$ cat src/rtl/mux_nto1_pipe.sv
// N-to-1 channel multiplexer with one registered output stage.
// Channels are chosen by explicit select or by round-robin arbitration.
module mux_nto1_pipe #(
  parameter int unsigned WIDTH = 32,
  parameter int unsigned N     = 4,
  parameter int unsigned SELW  = 2
) (
  input  logic               clk,
  input  logic               rst_n,
  input  logic               mode,
  input  logic [SELW-1:0]    sel,
  input  logic [N*WIDTH-1:0] in_data,
  input  logic [N-1:0]       in_valid,
  output logic [N-1:0]       in_ready,
  output logic [WIDTH-1:0]   out_data,
  output logic [SELW-1:0]    out_ch,
  output logic               out_valid,
  input  logic               out_ready,
  output logic               sel_err
);

  // Every SELW-bit index gets a slot; slots >= N are padding that never grants.
  localparam int unsigned SELN = 1 << SELW;

  logic [SELN-1:0]  chan_exists_c;
  logic [SELN-1:0]  valid_ext_c;
  logic [WIDTH-1:0] chan_data_c [SELN];

  logic [SELW-1:0]  rr_grant_c;
  logic             rr_found_c;
  logic             free_c;
  logic             hit_c;
  logic             grant_c;
  logic             xfer_c;
  logic [SELW-1:0]  ch_c;
  logic [SELN-1:0]  ready_ext_c;

  logic [WIDTH-1:0] out_data_q, out_data_d;
  logic [SELW-1:0]  out_ch_q, out_ch_d;
  logic             out_valid_q, out_valid_d;
  logic             sel_err_q, sel_err_d;
  logic [SELW-1:0]  rr_ptr_q, rr_ptr_d;

  for (genvar gi = 0; gi < SELN; gi++) begin : g_chan
    if (gi < N) begin : g_real
      assign chan_exists_c[gi] = 1'b1;
      assign valid_ext_c[gi]   = in_valid[gi];
      assign chan_data_c[gi]   = in_data[gi*WIDTH +: WIDTH];
    end else begin : g_pad
      assign chan_exists_c[gi] = 1'b0;
      assign valid_ext_c[gi]   = 1'b0;
      assign chan_data_c[gi]   = '0;
    end
  end

  // Round-robin search: first valid channel at or after rr_ptr, wrapping at N.
  always_comb begin
    int unsigned idx;
    idx        = 0;
    rr_grant_c = '0;
    rr_found_c = 1'b0;
    for (int unsigned k = 0; k < N; k++) begin
      idx = 32'(rr_ptr_q) + k;
      if (idx >= N) begin
        idx = idx - N;
      end
      if (!rr_found_c && valid_ext_c[SELW'(idx)]) begin
        rr_found_c = 1'b1;
        rr_grant_c = SELW'(idx);
      end
    end
  end

  // Channel choice, handshake and select-error detection.
  always_comb begin
    free_c = !out_valid_q || out_ready;
    ch_c   = sel;
    hit_c  = chan_exists_c[sel];
    if (mode) begin
      ch_c  = rr_grant_c;
      hit_c = rr_found_c;
    end
    grant_c     = rst_n && free_c && hit_c;
    ready_ext_c = grant_c ? (SELN'(1) << ch_c) : '0;
    xfer_c      = grant_c && valid_ext_c[ch_c];
    sel_err_d   = rst_n && !mode && !chan_exists_c[sel];
  end

  assign in_ready = ready_ext_c[N-1:0];

  // Output stage next-state: load on transfer, drain when accepted downstream.
  always_comb begin
    out_data_d  = out_data_q;
    out_ch_d    = out_ch_q;
    out_valid_d = out_valid_q;
    rr_ptr_d    = rr_ptr_q;
    if (xfer_c) begin
      out_data_d  = chan_data_c[ch_c];
      out_ch_d    = ch_c;
      out_valid_d = 1'b1;
      if (mode) begin
        rr_ptr_d = (ch_c == SELW'(N - 1)) ? '0 : ch_c + SELW'(1);
      end
    end else if (out_ready) begin
      out_valid_d = 1'b0;
    end
  end

  always_ff @(posedge clk) begin
    if (!rst_n) begin
      out_data_q  <= '0;
      out_ch_q    <= '0;
      out_valid_q <= 1'b0;
      sel_err_q   <= 1'b0;
      rr_ptr_q    <= '0;
    end else begin
      out_data_q  <= out_data_d;
      out_ch_q    <= out_ch_d;
      out_valid_q <= out_valid_d;
      sel_err_q   <= sel_err_d;
      rr_ptr_q    <= rr_ptr_d;
    end
  end

  assign out_data  = out_data_q;
  assign out_ch    = out_ch_q;
  assign out_valid = out_valid_q;
  assign sel_err   = sel_err_q;

endmodule

$ cat config.mk
export PLATFORM = sky130hd
export DESIGN_NAME = mux_nto1_pipe
export DESIGN_NICKNAME = d
export VERILOG_FILES = /design/src/rtl/mux_nto1_pipe.sv
export SDC_FILE = /design/constraint.sdc
export NUM_CORES = 1
export LEC_CHECK = 0
export CORE_MARGIN = 2
export CORE_UTILIZATION = 30
export DETAILED_ROUTE_END_ITERATION = 6
export GPL_TIMING_DRIVEN = 0
export PLACE_DENSITY = 0.73
export RECOVER_POWER = 25
export SETUP_SLACK_MARGIN = 0.3
export SLEW_MARGIN = 0
export SYNTH_ARGS = -nofsm -noshare
export SYNTH_HDL_FRONTEND = slang
export SYNTH_SLANG_ARGS = --single-unit
export TNS_END_PERCENT = 100
$ cat constraint.sdc
create_clock -name clk -period 3 [get_ports clk]
set_input_delay 0.75 -clock clk [delete_from_list [all_inputs] [get_ports clk]]
set_output_delay 0.75 -clock clk [all_outputs]
set_load 0.01 [all_outputs]
# ---- Word level (Yosys, flattened, before mapping)
# Cells that the tools add are included.
dict set report word_totals {
  input_bits 138
  reg_bits 38
  output_inout_bits 40
}
dict set report classes {
  reduce_logical 17
  n_mux 33
  eq_ne 1
  shifts 1
  n_addsub 8
  bitwise 1
  order_cmp 11
}
# op count
set op_table {}
lappend op_table {{32-bit binary-select mux with 2-bit select} 1}
lappend op_table {{32-bit 2-to-1 mux} 2}
lappend op_table {{2-bit 2-to-1 mux} 10}
lappend op_table {{2-bit by 3-bit < comparator with 1-bit output (second input constant)} 6}
lappend op_table {{1-bit 2-to-1 mux} 13}
lappend op_table {{1-bit binary-select mux with 2-bit select} 6}
lappend op_table {{3-bit greater-or-equal comparator (second input constant)} 4}
lappend op_table {{1-bit logical AND} 8}
lappend op_table {{2-bit by 1-bit subtractor with 2-bit output (second input constant)} 4}
lappend op_table {{2-bit by 2-bit adder with 3-bit output (second input constant)} 2}
lappend op_table {{1-bit logical NOT} 6}
lappend op_table {{4-bit 2-to-1 mux} 1}
lappend op_table {{1-bit by 2-bit left shift with 4-bit output (first input constant)} 1}
lappend op_table {{2-bit by 1-bit adder with 3-bit output (second input constant)} 1}
lappend op_table {{2-bit by 3-bit greater-or-equal comparator with 1-bit output (second input constant)} 1}
lappend op_table {{2-bit NOT with 3-bit output} 1}
lappend op_table {{2-bit by 1-bit adder with 2-bit output (second input constant)} 1}
lappend op_table {{2-bit equality test (second input constant)} 1}
lappend op_table {{2-bit AND reduction} 1}
lappend op_table {{2-bit nonzero test} 1}
lappend op_table {{1-bit logical OR} 1}

# ---- Logic depth before layout (Yosys ltp)
# Gate-level depths: netlist of run 1.
dict set report logic_depth {
  depth_word 19
  mapped_depth 11
  ltp_nobuf 9
}

# ---- Worst setup path before layout of run 1
# OpenSTA, ideal clock, no wires.
dict set report synth_path {
  kind {input to output}
  from {input port in_valid[2]}
  to {output port in_ready[0]}
  required_time_ns 2.250
  path_stages 8
  setup_slack_ns 0.145
  t_arrival_ns 2.105
  cell_sequence {nor2_1 > o21ai_1 > and2_1 > a21oi_4 > buf_2 > buf_2 > ha_1 > and2_1}
}
dict set report synth_via {
  elab_chain_len 15
  word_cells_on_any_way 27
  classes_between {shift (1); mux (19); reduce/logical (7)}
}
# item line
set synth_rtl {}
lappend synth_rtl {{start: declaration} 13} ;# input logic [N-1:0] in_valid,
lappend synth_rtl {{1-bit binary-select mux with 2-bit select} 67} ;# if (!rr_found_c && valid_ext_c[SELW'(idx)]) begin
lappend synth_rtl {{1-bit 2-to-1 mux (implied by the code)} 67}
lappend synth_rtl {{1-bit 2-to-1 mux} 67}
lappend synth_rtl {{1-bit logical NOT} 67}
lappend synth_rtl {{1-bit logical AND} 67}
lappend synth_rtl {{1-bit 2-to-1 mux} 67}
lappend synth_rtl {{1-bit logical NOT} 67}
lappend synth_rtl {{1-bit logical AND} 67}
lappend synth_rtl {{1-bit 2-to-1 mux} 67}
lappend synth_rtl {{1-bit logical NOT} 67}
lappend synth_rtl {{1-bit logical AND} 67}
lappend synth_rtl {{2-bit 2-to-1 mux / 1-bit 2-to-1 mux (equally long branches)} 67}
lappend synth_rtl {{2-bit 2-to-1 mux / 1-bit 2-to-1 mux (equally long branches)} 79} ;# if (mode) begin
lappend synth_rtl {{1-bit by 2-bit left shift with 4-bit output / 1-bit logical AND (equally long branches)} {84, 83}}
lappend synth_rtl {{4-bit 2-to-1 mux *} 84} ;# ready_ext_c = grant_c ? (SELN'(1) << ch_c) : '0;
lappend synth_rtl {{end: declaration} 14} ;# output logic [N-1:0] in_ready,
# Mark *: on every way between the ends. The rest lies on a longest branch, timed or not. The select of a mux whose other input is x is not followed.

# ---- Worst setup path in the final report of run 1
dict set report layout_path {
  from {input port in_valid[1]}
  to {output port in_ready[2]}
}
# Same word-level chain as after synthesis.

==> impl_results.md, run 1 <==
- Tightest Hold Check Type: flop to flop
- Largest net degree at the start of global routing: 13
- GRT Util Overall: 0.199
- Slew @ Worst Pin: 601 ps
- Commonest non-fill, non-tap cell in the layout: clkdlybuf4s50_1
- Fin crit share: 0.962
- Mapped Nets: 449
- N_diodes: 0
- First-pass GRT wire length: 14.1 mm
- Dpl cells: 587
- Register area share after synthesis: 0.292
- Warnings from Yosys: 0
- Chip width: 95.9 µm
- Synth unique cells: 28
- Remaining antenna violation count: 0
- CP required: 2250 ps
- Synth top area share: 0.292
- Pre-CTS setup slack: -945 ps
- Min Tclk post-route: 2890 ps
- Pwr dens: 402 nW/µm²
- Synth Area in Simple Gates: 0.130
- Max Cap Viol: 0
- Drt first pass iters: 4
- Critical path class: input pin to primary output
- Reg2reg setup slack: 500 ps
- RSZ-0062 raised after global routing: true
- TNS Setup: 0 ps
- Yosys reg bits: 37
- Root Driver: clkbuf_8
- Gate Count Post-Synth: 307
- Mapped Area: 2530 µm²
- Finished Layout Cells: 619
- Worst-Skew Late Latency: 300 ps
- Final WL: 9.83 mm
- Fin. Hold Viols: 0
- Fin Hold WS: 458 ps
- Inserted Clock Buffers: 5
- CP startpoint kind: input pin
- Area leader, netlist: dfxtp_1
- EDFF count, synth: 0
- Max IR drop VDD: 175 µV
- Dpl hpwl: 7.25 mm
- Die ar.: 9200 µm²
- Share of layout cells above drive strength 1: 0.160
- Placer Congestion: 0.853
- Leakage: 2.15 nW
- XOR/XNOR Fraction of Synth Area: 0
- Final worst slack: 115 ps
- Compound-gate portion of the synthesized area: 0.231
- Initial antenna violation count: 0
- Relative slew margins: 0.599
- Vias in the first global route: 2971
- Placeable Area: 8220 µm²
- Outcome: complete, no violations
- Via-per-instance ratio: 4.94
- Final setup vio count: 0
- Largest cells by area after synthesis: dfxtp_1 29%, mux2i_1 26%, a22o_1 11%
- Clock sinks: 37
- Max-slew violation count: 0
- Total number of vias: 3056
- Mean post-synth cell area: 8.26 µm²
- WP data arrival: 2140 ps
- DR DRC count: 0
- Crit end category: primary output
- Main combinational cell family by area after synthesis: multiplexers
- Worst Path Max Fanout: 5
- Port Buffers: 175
- Number of H-tree levels: 2
- Fraction of registers with async set/reset: 0
- Clock skew: 4.27 ps
- FMAX: 347 MHz
- Global route total overflow: 0
- Ports: 178
- Multiplexer share of the synthesized area: 0.261
- Clock buffer depth: 2
- Clk slew on worst S/H paths: 80 ps
- DRT iter0 DRCs: 66
- Cell Rows: 33
- Initial cell density of the core: 0.309
- Die height: 95.9 µm
- # nets final: 655
- Top_reg_cell synth: dfxtp_1
- WL/cell: 15.9 µm
- Adder-cell share of the synthesized area: 0.0197
- TritonCTS clock tree: yes
- Pwr Total: 0.00200 W
- Area delta synth->final: 96.0%
- Most frequent cells in the layout: 145 x clkdlybuf4s50_1, 68 x nand2_1, 66 x mux2i_1, 37 x dfxtp_1, 35 x a21oi_1
==> path summary, 6_finish.rpt <==
kind / start / to / cells after the start
setup / recovery: in_valid[1] / in_ready[2] / 11
hold / removal: out_data[1]$_SDFFE_PN0P_ / out_data[1]$_SDFFE_PN0P_ / 2
setup reg to reg: rr_ptr_q[0]$_SDFFE_PN0P_ / out_data[13]$_SDFFE_PN0P_ / 14
hold reg to reg: out_data[1]$_SDFFE_PN0P_ / out_data[1]$_SDFFE_PN0P_ / 2
==> cell usage after synthesis, types with 2 or more instances <==
library cell	number
o21ai_1	2
clkbuf_1	11
a22o_1	32
mux2i_1	66
ha_1	4
inv_2	4
buf_4	2
nor2_1	5
and2_1	5
dfxtp_1	37
a21oi_1	36
buf_6	3
o221ai_1	2
a211oi_1	4
buf_2	10
nor2b_1	3
nand2_1	68
inv_1	3
==> power by group <==
group          switching [W]  internal, W  total [W]
Combinational       0.000395     0.000567   0.000963
Sequential         0.0000445     0.000577   0.000622
Clock               0.000199     0.000212   0.000411
==> logic make-up after synthesis <==
logic type,count (synthesis)
buf+inv,33
other cells,1
flops,37
simple gates,82
mux,66
compound gates,84
fa+ha+maj,4
==> layout make-up <==
class / count / area, µm²
clock inverter: 1 / 8.76
fill: 729 / 3250
timing repair buffer: 199 / 1980
tap: 105 / 131
buffer: 26 / 220
inverter: 7 / 31.3
multi-input combinational: 237 / 1760
clock buffer: 7 / 96.3
sequential: 37 / 741
==> flip-flops by register name, indices dropped and copies added, names as in the netlist <==
register	cells
out_data	32
out_ch	2
rr_ptr_q	2
out_valid	1
==> critical path, cell delays in order <==
cell and delay (ps):
buf_8 110, nor2_4 150, o21ai_2 80, and2_4 180, a21oi_4 190, buf_6 140
buf_8 90, buf_8 110, ha_4 120, and2_4 130, buf_6 90
==> stage by stage <==
stage | utilization | area, µm²
after global placement | 0.541 | 4440
after floorplan | - | 2560
final | 0.605 | 4970
after CTS | 0.592 | 4870
after global routing | 0.605 | 4970
after detailed placement | 0.541 | 4440
==> layer usage <==
layer / vias to the layer above / global-route usage / wire length [µm]
met3: 15 / 0.0486 / 725
met1: 1408 / 0.224 / 3870
met5: - / 0 / 0
li1: 1504 / - / -
met4: 0 / 0.0607 / 141
met2: 129 / 0.369 / 5090
==> repair_timing <==
action | in CTS | in global routing
setup buffers | 21 | 1
endpoints found under the setup margin | 34 | 38
hold endpoints to repair | 0 | 0
gates cloned | 0 | 2
gates resized for setup | 88 | 11
hold buffers | 0 | 0
pin swaps | 7 | 5
Note: power is estimated with default switching activity, not from simulation.
==> run 2: changes to the inputs <==
--- a/config.mk
+++ b/config.mk
@@ -5,7 +5,7 @@
 export SDC_FILE = /design/constraint.sdc
 export NUM_CORES = 1
 export LEC_CHECK = 0
-export CORE_MARGIN = 2
+export CAP_MARGIN = 20
 export CORE_UTILIZATION = 30
 export DETAILED_ROUTE_END_ITERATION = 6
 export GPL_TIMING_DRIVEN = 0
==> run 2 against run 1 <==
Compared with the run above:
- cell area rose by 0.83%
- total power rose by 2.0%
- combinational power fell by 0.5%
- routed wire length rose by 0.85%
- sequential cell count did not move
- via count rose by 1.4%
- register-to-register slack improved by 120 ps
- sequential power barely moved
- clock skew rose by 2.2 ps
- core utilization rose by 0.50 points
==> impl_results.md, run 2 (synthesis results as in run 1) <==
- Outcome: complete, no violations
- Clk slew on worst S/H paths: 80 ps
- Number of H-tree levels: 2
- Final setup vio count: 0
- End of the worst register-to-register path: out_data[23]$_SDFFE_PN0P_
- Worst flop-to-flop path startpoint: rr_ptr_q[0]$_SDFFE_PN0P_
- Cell Rows: 33
- CP startpoint kind: input pin
- Met1 usage: 0.251
- Pwr dens: 406 nW/µm²
- Commonest non-fill, non-tap cell in the layout: clkdlybuf4s50_1
- Clock skew: 6.51 ps
- Leakage: 2.17 nW
- Clock buffer depth: 2
- Final worst slack: 108 ps
- Dpl hpwl: 7.08 mm
- Vias in the first global route: 3162
- Inserted Clock Buffers: 5
- TritonCTS clock tree: yes
- Die ar.: 8820 µm²
- Chip width: 93.9 µm
- Crit end category: primary output
- Placeable Area: 8220 µm²
- GRT Max-Usage Layer: met2
- Global route total overflow: 0
- Most frequent cells in the layout: 145 x clkdlybuf4s50_1, 68 x nand2_1, 66 x mux2i_1, 37 x dfxtp_1, 35 x a21oi_1
- Area delta synth->final: 97.6%
- First-pass GRT wire length: 15.3 mm
- DR DRC count: 0
- Tightest Hold Check Type: flop to flop
- Port Buffers: 175
- Min Tclk post-route: 2890 ps
- Pwr Total: 0.00204 W
- Final WL: 9.91 mm
- Ports: 178
- Max IR drop VDD: 212 µV
- Initial cell density of the core: 0.309
- GR Layer Usage met2: 0.399
- CP required: 2250 ps
- Die height: 93.9 µm
- Fin crit share: 0.964
- N_diodes: 0
- GRT Util Overall: 0.222
- Initial antenna violation count: 0
- Worst-Skew Late Latency: 290 ps
- Drt first pass iters: 4
- Max-slew violation count: 0
- Fin. Hold Viols: 0
- Remaining antenna violation count: 0
- WP data arrival: 2140 ps
- # nets final: 661
- Root Driver: clkbuf_8
- Worst setup path startpoint: in_valid[0]
- Via-per-instance ratio: 4.96
- Critical path class: input pin to primary output
- FMAX: 346 MHz
- Clock sinks: 37
- Max reg flops: 32
- Placer Congestion: 0.886
- R2R depth: 9
- Capture point of the critical path: in_ready[3]
- Largest net degree at the start of global routing: 12
- RSZ-0062 raised after global routing: true
- Relative slew margins: 0.552
- Share of layout cells above drive strength 1: 0.165
- Worst Path Max Fanout: 4
- WL/cell: 15.9 µm
- Reg2reg setup slack: 620 ps
- Met3 GRT Util: 0.0485
- Total number of vias: 3100
- Pre-CTS setup slack: -987 ps
- Max Cap Viol: 0
- Slew @ Worst Pin: 672 ps
- DRT iter0 DRCs: 58
- Cts hold-fix bufs: 0
[run 2: cell count changes in the layout (fill, tap and decap cells not counted), sizes merged]
cell / change
bufinv: +1
clkdlybuf4s15: +1
inv: -1
dlygate4sd2: -1
clkbuf: -3
buf: +9
[run 2: critical path, stage by stage]
cell	delay, ps
buf_8	100
buf_6	90
a21o_1	140
a21oi_2	70
o221ai_2	250
inv_2	90
buf_8	130
buf_8	120
ha_4	150
and2_4	130
buf_6	110
[run 2: how the worst min path moves through the flow]
stage	cells after the start	to	start	slack, ps
final	2	out_data[25]$_SDFFE_PN0P_	out_data[25]$_SDFFE_PN0P_	450
after global routing	2	out_data[2]$_SDFFE_PN0P_	out_data[2]$_SDFFE_PN0P_	480
after CTS	2	out_data[25]$_SDFFE_PN0P_	out_data[25]$_SDFFE_PN0P_	460
after detailed placement	2	out_data[12]$_SDFFE_PN0P_	out_data[12]$_SDFFE_PN0P_	450
after global placement	2	out_data[6]$_SDFFE_PN0P_	out_data[6]$_SDFFE_PN0P_	440
after floorplan	2	out_ch[0]$_SDFFE_PN0P_	out_ch[0]$_SDFFE_PN0P_	480
[run 2: final cells by class]
class | instances | area (µm²)
Fill cell | 734 | 3210
Timing Repair Buffer | 205 | 2010
Multi-Input combinational cell | 237 | 1770
Sequential cell | 37 | 741
Buffer | 26 | 201
Tap cell | 105 | 131
Clock buffer | 7 | 86.3
Inverter | 7 | 41.3
Clock inverter | 1 | 30.0
[run 2: metrics by stage]
stage	TNS, ps	cell area, µm²	utilization	instances	hold WS [ps]
5_1_grt	0	5010	0.610	625	476
4_1_cts	0	4920	0.599	622	460
3_3_place_gp	-5820	4440	0.541	587	442
2_1_floorplan	0	2560	-	307	479
3_5_place_dp	-6960	4440	0.541	587	448
6_report	0	5010	0.610	625	453
[run 2: what timing repair did]
| item | CTS | global route |
|---|---|---|
| buffers inserted | 27 | 3 |
| pin swaps | 15 | 10 |
| gates cloned | 0 | 0 |
| endpoints found under the setup margin | 35 | 4 |
| resized for setup | 91 | 13 |
[run 2: layer usage]
metal	vias up	wire length (µm)
li1	1521	-
met1	1423	3910
met5	-	0
met3	22	658
met4	0	249
met2	134	5100
[run 2: power by group]
part	leakage, nW	switching, W	internal [W]	total, W
clock network	0.0585	0.000183	0.000271	0.000454
registers	0.307	0.0000456	0.000578	0.000623
logic	1.80	0.000400	0.000558	0.000958
==> run 3: changes to the inputs <==
==> constraint.sdc (replaced) <==
create_clock -name clk -period 3 [get_ports clk]
set_input_delay 0.45 -clock clk [delete_from_list [all_inputs] [get_ports clk]]
set_output_delay 0.45 -clock clk [all_outputs]
set_load 0.01 [all_outputs]
==> run 3 against run 2 <==
Compared with the run above:
- combinational power fell by 7.8%
- first-iteration DRC count is 36% higher
- maximum frequency grew 11%
- clock skew grew 2.9 ps
- routed wire length fell by 9.6%
- die area did not move
- cell area shrank 7.0%
- setup slack better by 290 ps
- sequential cell count is the same
- largest power group unchanged
==> impl_results.md, run 3 (synthesis results as in run 1) <==
- Drt first pass iters: 4
- Largest net degree at the start of global routing: 12
- CP delay by family, top: buffers and inverters
- WL/cell: 14.8 µm
- Cell Rows: 33
- Fin crit share: 0.868
- RSZ-0062 raised after global routing: false
- End of the worst register-to-register path: out_data[1]$_SDFFE_PN0P_
- Die height: 93.9 µm
- Crit end category: primary output
- Reg2reg setup slack: 640 ps
- Final worst slack: 396 ps
- Initial antenna violation count: 0
- Finished Layout Cells: 606
- WP data arrival: 2150 ps
- Pre-CTS setup slack: -681 ps
- Critical path class: input pin to primary output
- Hold worst-path end: out_data[5]$_SDFFE_PN0P_
- Max Cap Viol: 0
- Clk slew on worst S/H paths: 70 ps
- Slowest CP cell: dlygate4sd2_1
- Max reg flops: 32
- Fill cells: 765
- GRT Util Overall: 0.201
- Hold_sp: out_data[5]$_SDFFE_PN0P_
- DR DRC count: 0
- First-pass GRT wire length: 13.8 mm
- Total number of vias: 2957
- Area delta synth->final: 83.7%
- Outcome: complete, no violations
- Global route total overflow: 0
- Commonest non-fill, non-tap cell in the layout: clkdlybuf4s50_1
- Worst-Skew Late Latency: 290 ps
- Min Tclk post-route: 2600 ps
- Worst flop-to-flop path startpoint: rr_ptr_q[0]$_SDFFE_PN0P_
- Dpl cells: 587
- Placeable Area: 8220 µm²
- Inserted Clock Buffers: 5
- Root Driver: clkbuf_8
- # nets final: 642
- DRT iter0 DRCs: 79
- Final setup vio count: 0
- Fin. Hold Viols: 0
- Hold Path Stages: 2
- Number of H-tree levels: 2
- Vias in the first global route: 2905
- Clock buffer depth: 2
- Slew @ Worst Pin: 593 ps
- N_diodes: 0
- CP required: 2550 ps
- Crit-path cells: clkdlybuf4s15_1 -> inv_2 -> o22ai_2 -> o21ai_2 -> a21oi_4 -> buf_4 -> buf_8 -> buf_6 -> ha_1 -> and2_1 -> dlygate4sd2_1
- Initial cell density of the core: 0.309
- Most frequent cells in the layout: 147 x clkdlybuf4s50_1, 68 x nand2_1, 66 x mux2i_1, 37 x dfxtp_1, 35 x a21oi_1
- Via-per-instance ratio: 4.88
- CP startpoint kind: input pin
- Remaining antenna violation count: 0
- Tightest Hold Check Type: flop to flop
- Buf+Inv Stages, Crit Path: 6
- Die ar.: 8820 µm²
- Dpl hpwl: 7.10 mm
- FMAX: 384 MHz
- Final WL: 8.96 mm
- Pwr dens: 395 nW/µm²
- Critical Path Max Stage Delay: 270 ps
- Chip width: 93.9 µm
- Ports: 178
- Share of layout cells above drive strength 1: 0.108
- Port Buffers: 175
- R2R depth: 10
- Clock sinks: 37
- Clock skew: 9.38 ps
- Pwr Total: 0.00184 W
- Relative slew margins: 0.605
- TritonCTS clock tree: yes
- Max IR drop VDD: 167 µV
- Finished Core Util: 0.567
- Placer Congestion: 0.796
- Max-slew violation count: 0
- Worst Path Max Fanout: 11
- Leakage: 2.01 nW
-- run 3: cell count changes in the layout (fill, tap and decap cells not counted), sizes merged --
cell	previous run	this run
clkinvlp	0	1
buf	54	27
clkdlybuf4s15	1	3
clkbuf	18	21
clkdlybuf4s50	145	147
bufinv	1	0
dlygate4sd2	1	2
-- run 3: what timing repair did --
item	CTS	global route
gates resized for setup	33	16
pin swaps	3	3
hold buffers	0	0
setup buffers	8	3
hold endpoints to repair	0	0
setup endpoints to repair	4	4
-- run 3: worst register-to-register path, delay by kind of cell (launching register included) --
family	cells	cell delay, ps
flip-flops	1	390
buffers and inverters	4	690
AO/OA/AOI/OAI	5	1020
multiplexers	1	200
-- run 3: report_power, final --
part / switching, W / total [W] / internal (W)
registers: 0.0000419 / 0.000620 / 0.000578
logic: 0.000371 / 0.000883 / 0.000511
clock network: 0.000174 / 0.000338 / 0.000164
total: 0.000587 / 0.00184 / 0.00125
-- run 3: stage by stage --
step / setup TNS, ps / hold WS, ps / instance area [µm²]
floorplan: 0 / 475 / 2530
global placement: -2210 / 442 / 4420
detailed placement: -2450 / 447 / 4420
CTS: 0 / 458 / 4630
global route: 0 / 469 / 4660
finish: 0 / 452 / 4660
-- run 3: cell type report --
class | instances | area (µm²) | share of cell area
inverters | 7 | 28.8 | 0.00618
repair buffers | 186 | 1810 | 0.389
plain buffers | 26 | 188 | 0.0403
multi-input cells | 237 | 1670 | 0.359
flip-flops and latches | 37 | 741 | 0.159
well taps | 105 | 131 | 0.0282
clock buffers | 7 | 76.3 | 0.0164
clock inverters | 1 | 7.51 | 0.00161
-- run 3: worst max path at each step --
stage,from,endpoint,slack [ps],cells after the start
floorplan,in_valid[2],in_ready[0],750,8
global placement,in_valid[0],in_ready[3],-610,10
detailed placement,in_valid[0],in_ready[3],-680,10
CTS,in_valid[0],in_ready[3],310,10
global route,in_valid[2],in_ready[3],290,11
finish,in_valid[2],in_ready[2],400,11
-- run 3: routing by layer --
layer | wire length [µm] | vias up | GRT usage
li1 | - | 1476 | -
met1 | 3660 | 1370 | 0.232
met2 | 4580 | 106 | 0.372
met3 | 649 | 5 | 0.0485
met4 | 66 | 0 | 0.0385
met5 | 0 | - | 0
==> patch 1: new RTL, config.mk and constraints of run 1 <==
`out_data_q` no longer has a reset.
--- a/src/rtl/mux_nto1_pipe.sv
+++ b/src/rtl/mux_nto1_pipe.sv
@@ -109,5 +109,4 @@
   always_ff @(posedge clk) begin
     if (!rst_n) begin
-      out_data_q  <= '0;
       out_ch_q    <= '0;
       out_valid_q <= 1'b0;
@@ -115,5 +114,4 @@
       rr_ptr_q    <= '0;
     end else begin
-      out_data_q  <= out_data_d;
       out_ch_q    <= out_ch_d;
       out_valid_q <= out_valid_d;
@@ -121,4 +119,8 @@
       rr_ptr_q    <= rr_ptr_d;
     end
+  end
+
+  always_ff @(posedge clk) begin
+    out_data_q <= out_data_d;
   end
 
Formal check against the unedited RTL: differs if rst_n is asserted again (counterexample within 4 cycles, from zero or initial values and one cycle with rst_n low); with rst_n held inactive, the same outputs for 10 cycles.
==> patch 1 against run 1 <==
Non-clock buffer count fell by 12; worst setup slack lost 0.049 ns; sequential cell count is the same; area after synthesis up 6.1%; maximum frequency fell by 1.7%; register-to-register slack worse by 0.02 ns; die area up 5.8%; final area decreased by 0.20%; routed wire length decreased by 0.66%; cell count decreased by 7.6%; power is 14% lower.
==> patch 1: results <==
set metrics [dict create \
    largest_reg_flops 32 \
    dpl.hpwl_um 7340 \
    grt_pass1_vias 3029 \
    cp_max_fo 10 \
    nets 606 \
    synth.distinct_cells 40 \
    syn_avg_cell_area_um2 10.0 \
    crit_family "buffers and inverters" \
    p_int_mw 1.20 \
    yosys-top-cells-count "nor2b_1 (38), a21oi_1 (36), edfxtp_1 (32), mux2i_1 (32), a211oi_1 (26)" \
    status "complete, no violations" \
    diodes 0 \
    worst_pin_slew_ns 0.644 \
    synthMuxAreaShare_pct 12.3 \
    drtIter0Drc 79 \
    dpl.cell_count 548 \
    cts_buffer_depth 2 \
    grt_max_degree 33 \
    layout.cells.non_filler 572 \
    vias 2924 \
    synth_edf_count 32 \
    slowest_delay_ns 0.37 \
    worstPathArrival_ns 2.18 \
    cts_root_buf "clkbuf_8" \
    finClkSkew_ns 0.00844 \
    cts_buffers 5 \
    firstDrtPassIters 4 \
    hp-class "flip-flop to flip-flop" \
    ir_drop_v 0.000212 \
    track_usage_pct 19.4 \
    synthAdderAreaFrac_pct 1.86 \
    slowest_stage "or3_1" \
    numPortBuffers 172 \
    final_layout_size_suffix_gt1_share_pct 17.7 \
    ys.flop_type "edfxtp_1" \
    antenna_found_initial 0 \
    clkLatencyLatePin_ns 0.29 \
    grt_pass1_wl_um 15000 \
    clk_pin_slew_ns 0.08 \
    leakage_nw 1.85 \
    cts_hold_buf 0 \
    synth-compound-area-share_pct 23.1 \
    seq_area_frac_synth_pct 39.5 \
    htree_levels 2 \
    ys_top_cells_by_area "edfxtp_1 (36%), mux2i_1 (12%), nor2b_1 (8.8%), a211oi_1 (7.3%), a21oi_1 (6.7%)" \
    synth-async-reset-ratio_pct 0 \
    synth_xor_area_share_pct 0 \
    synth_nets 410 \
    place.gp.congestion 0.841 \
    wirelength_um 9760 \
    post-place-ws_ns -1.02 \
    yosysWarnings 0 \
]
[patch 1: changes by cell type after synthesis, moves of 4 or more]
| cell | change |
|---|---|
| nand2_1 | -62 |
| nor2b_1 | +35 |
| mux2i_1 | -34 |
| a22o_1 | -32 |
| dfxtp_1 | -32 |
| edfxtp_1 | +32 |
| a211oi_1 | +22 |
| a211oi_2 | +8 |
| buf_6 | +6 |
| and3_1 | +5 |
| clkbuf_1 | -5 |
| nand3_1 | +4 |
[patch 1: worst min-delay path, cell delays in order (launching register included)]
cell and delay, ns:
dfxtp_1 0.33, o21ai_0 0.07, a21oi_1 0.06
[patch 1: what timing repair did]
item | in CTS | in global routing
endpoints found under the setup margin | 38 | 36
buffers inserted | 9 | 8
pin swaps | 6 | 4
resized for setup | 50 | 17
[patch 1: metal layers]
| layer | vias up | global-route usage, % | routed length (um) |
|---|---|---|---|
| li1 | 1398 | - | - |
| met1 | 1369 | 20.6 | 3630 |
| met2 | 142 | 37.2 | 5210 |
| met3 | 15 | 5.39 | 746 |
| met4 | 0 | 5.69 | 185 |
| met5 | - | 0 | 0 |
[patch 1: through the flow]
step | cell area [um^2] | util (%) | TNS (ns)
CTS | 4840 | 55.5 | 0
finish | 4960 | 56.8 | 0
global route | 4960 | 56.8 | 0
global placement | 4610 | 52.8 | -15.73
detailed placement | 4610 | 52.8 | -16.30
floorplan | 2750 | - | 0
[patch 1: cell families (layout without fill, tap and decap cells)]
group	Yosys count	after routing
flops	37	37
fa+ha+maj	4	4
buf+inv	31	227
other cells	1	1
compound gates	89	89
mux	33	33
simple gates	73	73
[patch 1: final cells by class]
cell class,count,area (um^2)
fillers,773,3760
plain buffers,24,255
flip-flops and latches,37,1060
multi-input cells,200,1540
well taps,108,135
inverters,7,43.8
repair buffers,189,1850
clock buffers,6,72.6
clock inverters,1,3.75
[patch 1: power by group through the flow]
stage	combinational, mW	sequential, mW	clock (mW)
after detailed placement	0.685	0.659	0
after floorplan	0.311	0.681	0
final	0.730	0.646	0.334
after global routing	0.789	0.652	0.359
after CTS	0.725	0.648	0.343
after global placement	0.672	0.657	0
[patch 1: path summary, 6_finish.rpt]
check	end	cells past startpoint	from	slack [ns]
setup / recovery	in_ready[0]	10	in_valid[1]	0.07
hold / removal	out_ch[0]	2	out_ch[0]	0.51
setup reg to reg	rr_ptr_q[0]	11	rr_ptr_q[1]	0.48
hold reg to reg	out_ch[0]	2	out_ch[0]	0.51
==> patch 2: new RTL, flow settings as in run 1 <==
Made on the original files. `N`: 4 -> 3.
--- a/src/rtl/mux_nto1_pipe.sv
+++ b/src/rtl/mux_nto1_pipe.sv
@@ -3,5 +3,5 @@
 module mux_nto1_pipe #(
   parameter int unsigned WIDTH = 32,
-  parameter int unsigned N     = 4,
+  parameter int unsigned N     = 3,
   parameter int unsigned SELW  = 2
 ) (
Ports: changed (resized in_data, in_ready and in_valid); port bits go from 178 to 144. No check against the original RTL was run, so the function may have changed too.
==> patch 2 against run 1 <==
The flow now finishes with violations (setup timing); clock power decreased by 11%; core utilization is 0.22 points higher; maximum frequency is 5.4% lower; worst setup slack lost 0.17 ns; clock skew increased by 0.0027 ns; routed wire length up 25%; area after synthesis is 15% higher; final area rose by 14%; sequential cell count rose by 1; power increased by 5.5%; sequential power is 2% lower; critical path type unchanged; critical endpoint is now in_ready[1]; largest cell class unchanged.
==> patch 2: results <==
set metrics [dict create \
    status "finished, violations left" \
    violations "setup timing" \
    wirelength_um 12300 \
    p_sw_uw 723 \
    final_layout_size_suffix_gt1_share_pct 36.2 \
    finClkSkew_ns 0.00701 \
    ys_top_cells_by_area "dfxtp_1 (26%), a221oi_2 (15%), a221oi_1 (11%), and4_1 (9.9%), and2_1 (6.9%)" \
    synth.distinct_cells 49 \
    reg2reg_slack_ns 0.10 \
    numPortBuffers 143 \
    n_fill_cell 749 \
    place.gp.congestion 0.845 \
    cp_max_fo 3 \
    synth_nets 424 \
    leakage_nw 2.10 \
    dpl.hpwl_um 8280 \
    drtIter0Drc 231 \
    placed_area_um2 4510 \
    grt_max_degree 12 \
    nets 628 \
    syn_inst 315 \
    hold_ws_ns 0.478 \
    fin_tns_setup_ns -0.0815 \
    track_usage_pct 21.9 \
    yosys-top-cells-count "dfxtp_1 (38), nor2_1 (38), a221oi_1 (35)" \
    setup-violations-final 2 \
    seq_area_frac_synth_pct 26.1 \
    setup_ws_ns -0.0508 \
    post-place-ws_ns -1.15 \
    routed_via_density 5.44 \
    grt_pass1_vias 3550 \
]
==> patch 2: cell count changes in the layout (fill, tap and decap cells not counted), moves of 9 or more <==
cell	delta
and2_1	+30
nor2_1	+31
nand2_1	-62
buf_4	+18
a21oi_1	-33
clkdlybuf4s50_1	-25
a22o_1	-32
and4_1	+33
a221oi_2	+57
mux2i_1	-64
buf_6	+9
==> patch 2: final cells by class <==
type / count / area share (%)
Clock inverter: 1 / 0.0884
Buffer: 37 / 5.93
Timing Repair Buffer: 197 / 35.5
Tap cell: 129 / 2.85
Inverter: 6 / 0.486
Sequential cell: 38 / 13.6
Clock buffer: 7 / 1.53
Multi-Input combinational cell: 234 / 40.1
==> patch 2: power groups by stage <==
stage / Clock (mW) / Sequential (mW) / Combinational, mW
finish: 0.366 / 0.608 / 1.13
CTS: 0.373 / 0.608 / 1.06
detailed placement: 0 / 0.616 / 0.835
global route: 0.397 / 0.616 / 1.20
floorplan: 0 / 0.641 / 0.433
global placement: 0 / 0.614 / 0.823
==> patch 2: kinds of logic (layout without fill, tap and decap cells) <==
logic type	after synthesis	after routing	share of synthesized area, %
AO/OA/AOI/OAI	91	91	34.6
adder cells (fa/ha/maj)	4	4	1.72
buffers and inverters	43	248	7.74
multiplexers	4	4	1.42
flip-flops	38	38	26.1
AND/OR/NAND/NOR	135	135	28.4
==> patch 2: worst paths after layout <==
kind | start | end | cells after the start
hold reg to reg | out_ch[0] | out_ch[0] | 2
hold / removal | out_ch[0] | out_ch[0] | 2
setup reg to reg | rr_ptr_q[1] | out_data[20] | 14
setup / recovery | sel[0] | in_ready[1] | 7
==> patch 2: routing by layer <==
layer / vias up / wire, um / global-route usage (%)
li1: 1668 / - / -
met1: 1666 / 4760 / 26.0
met3: 28 / 995 / 5.63
met4: 0 / 353 / 7.18
met2: 168 / 6170 / 38.6
met5: - / 0 / 0
==> patch 2: worst max-delay path, cell delays in order <==
cell	delay [ns]
clkdlybuf4s50_1	0.55
o21ai_0	0.13
nor4b_2	0.36
buf_4	0.20
nor2_4	0.05
nor2_2	0.11
buf_2	0.15
==> patch 2: what timing repair did <==
item | 4_1_cts | 5_1_grt
buffers inserted | 35 | 13
resized for setup | 117 | 46
setup endpoints to repair | 40 | 40
pin swaps | 19 | 15
cloned | 6 | 0
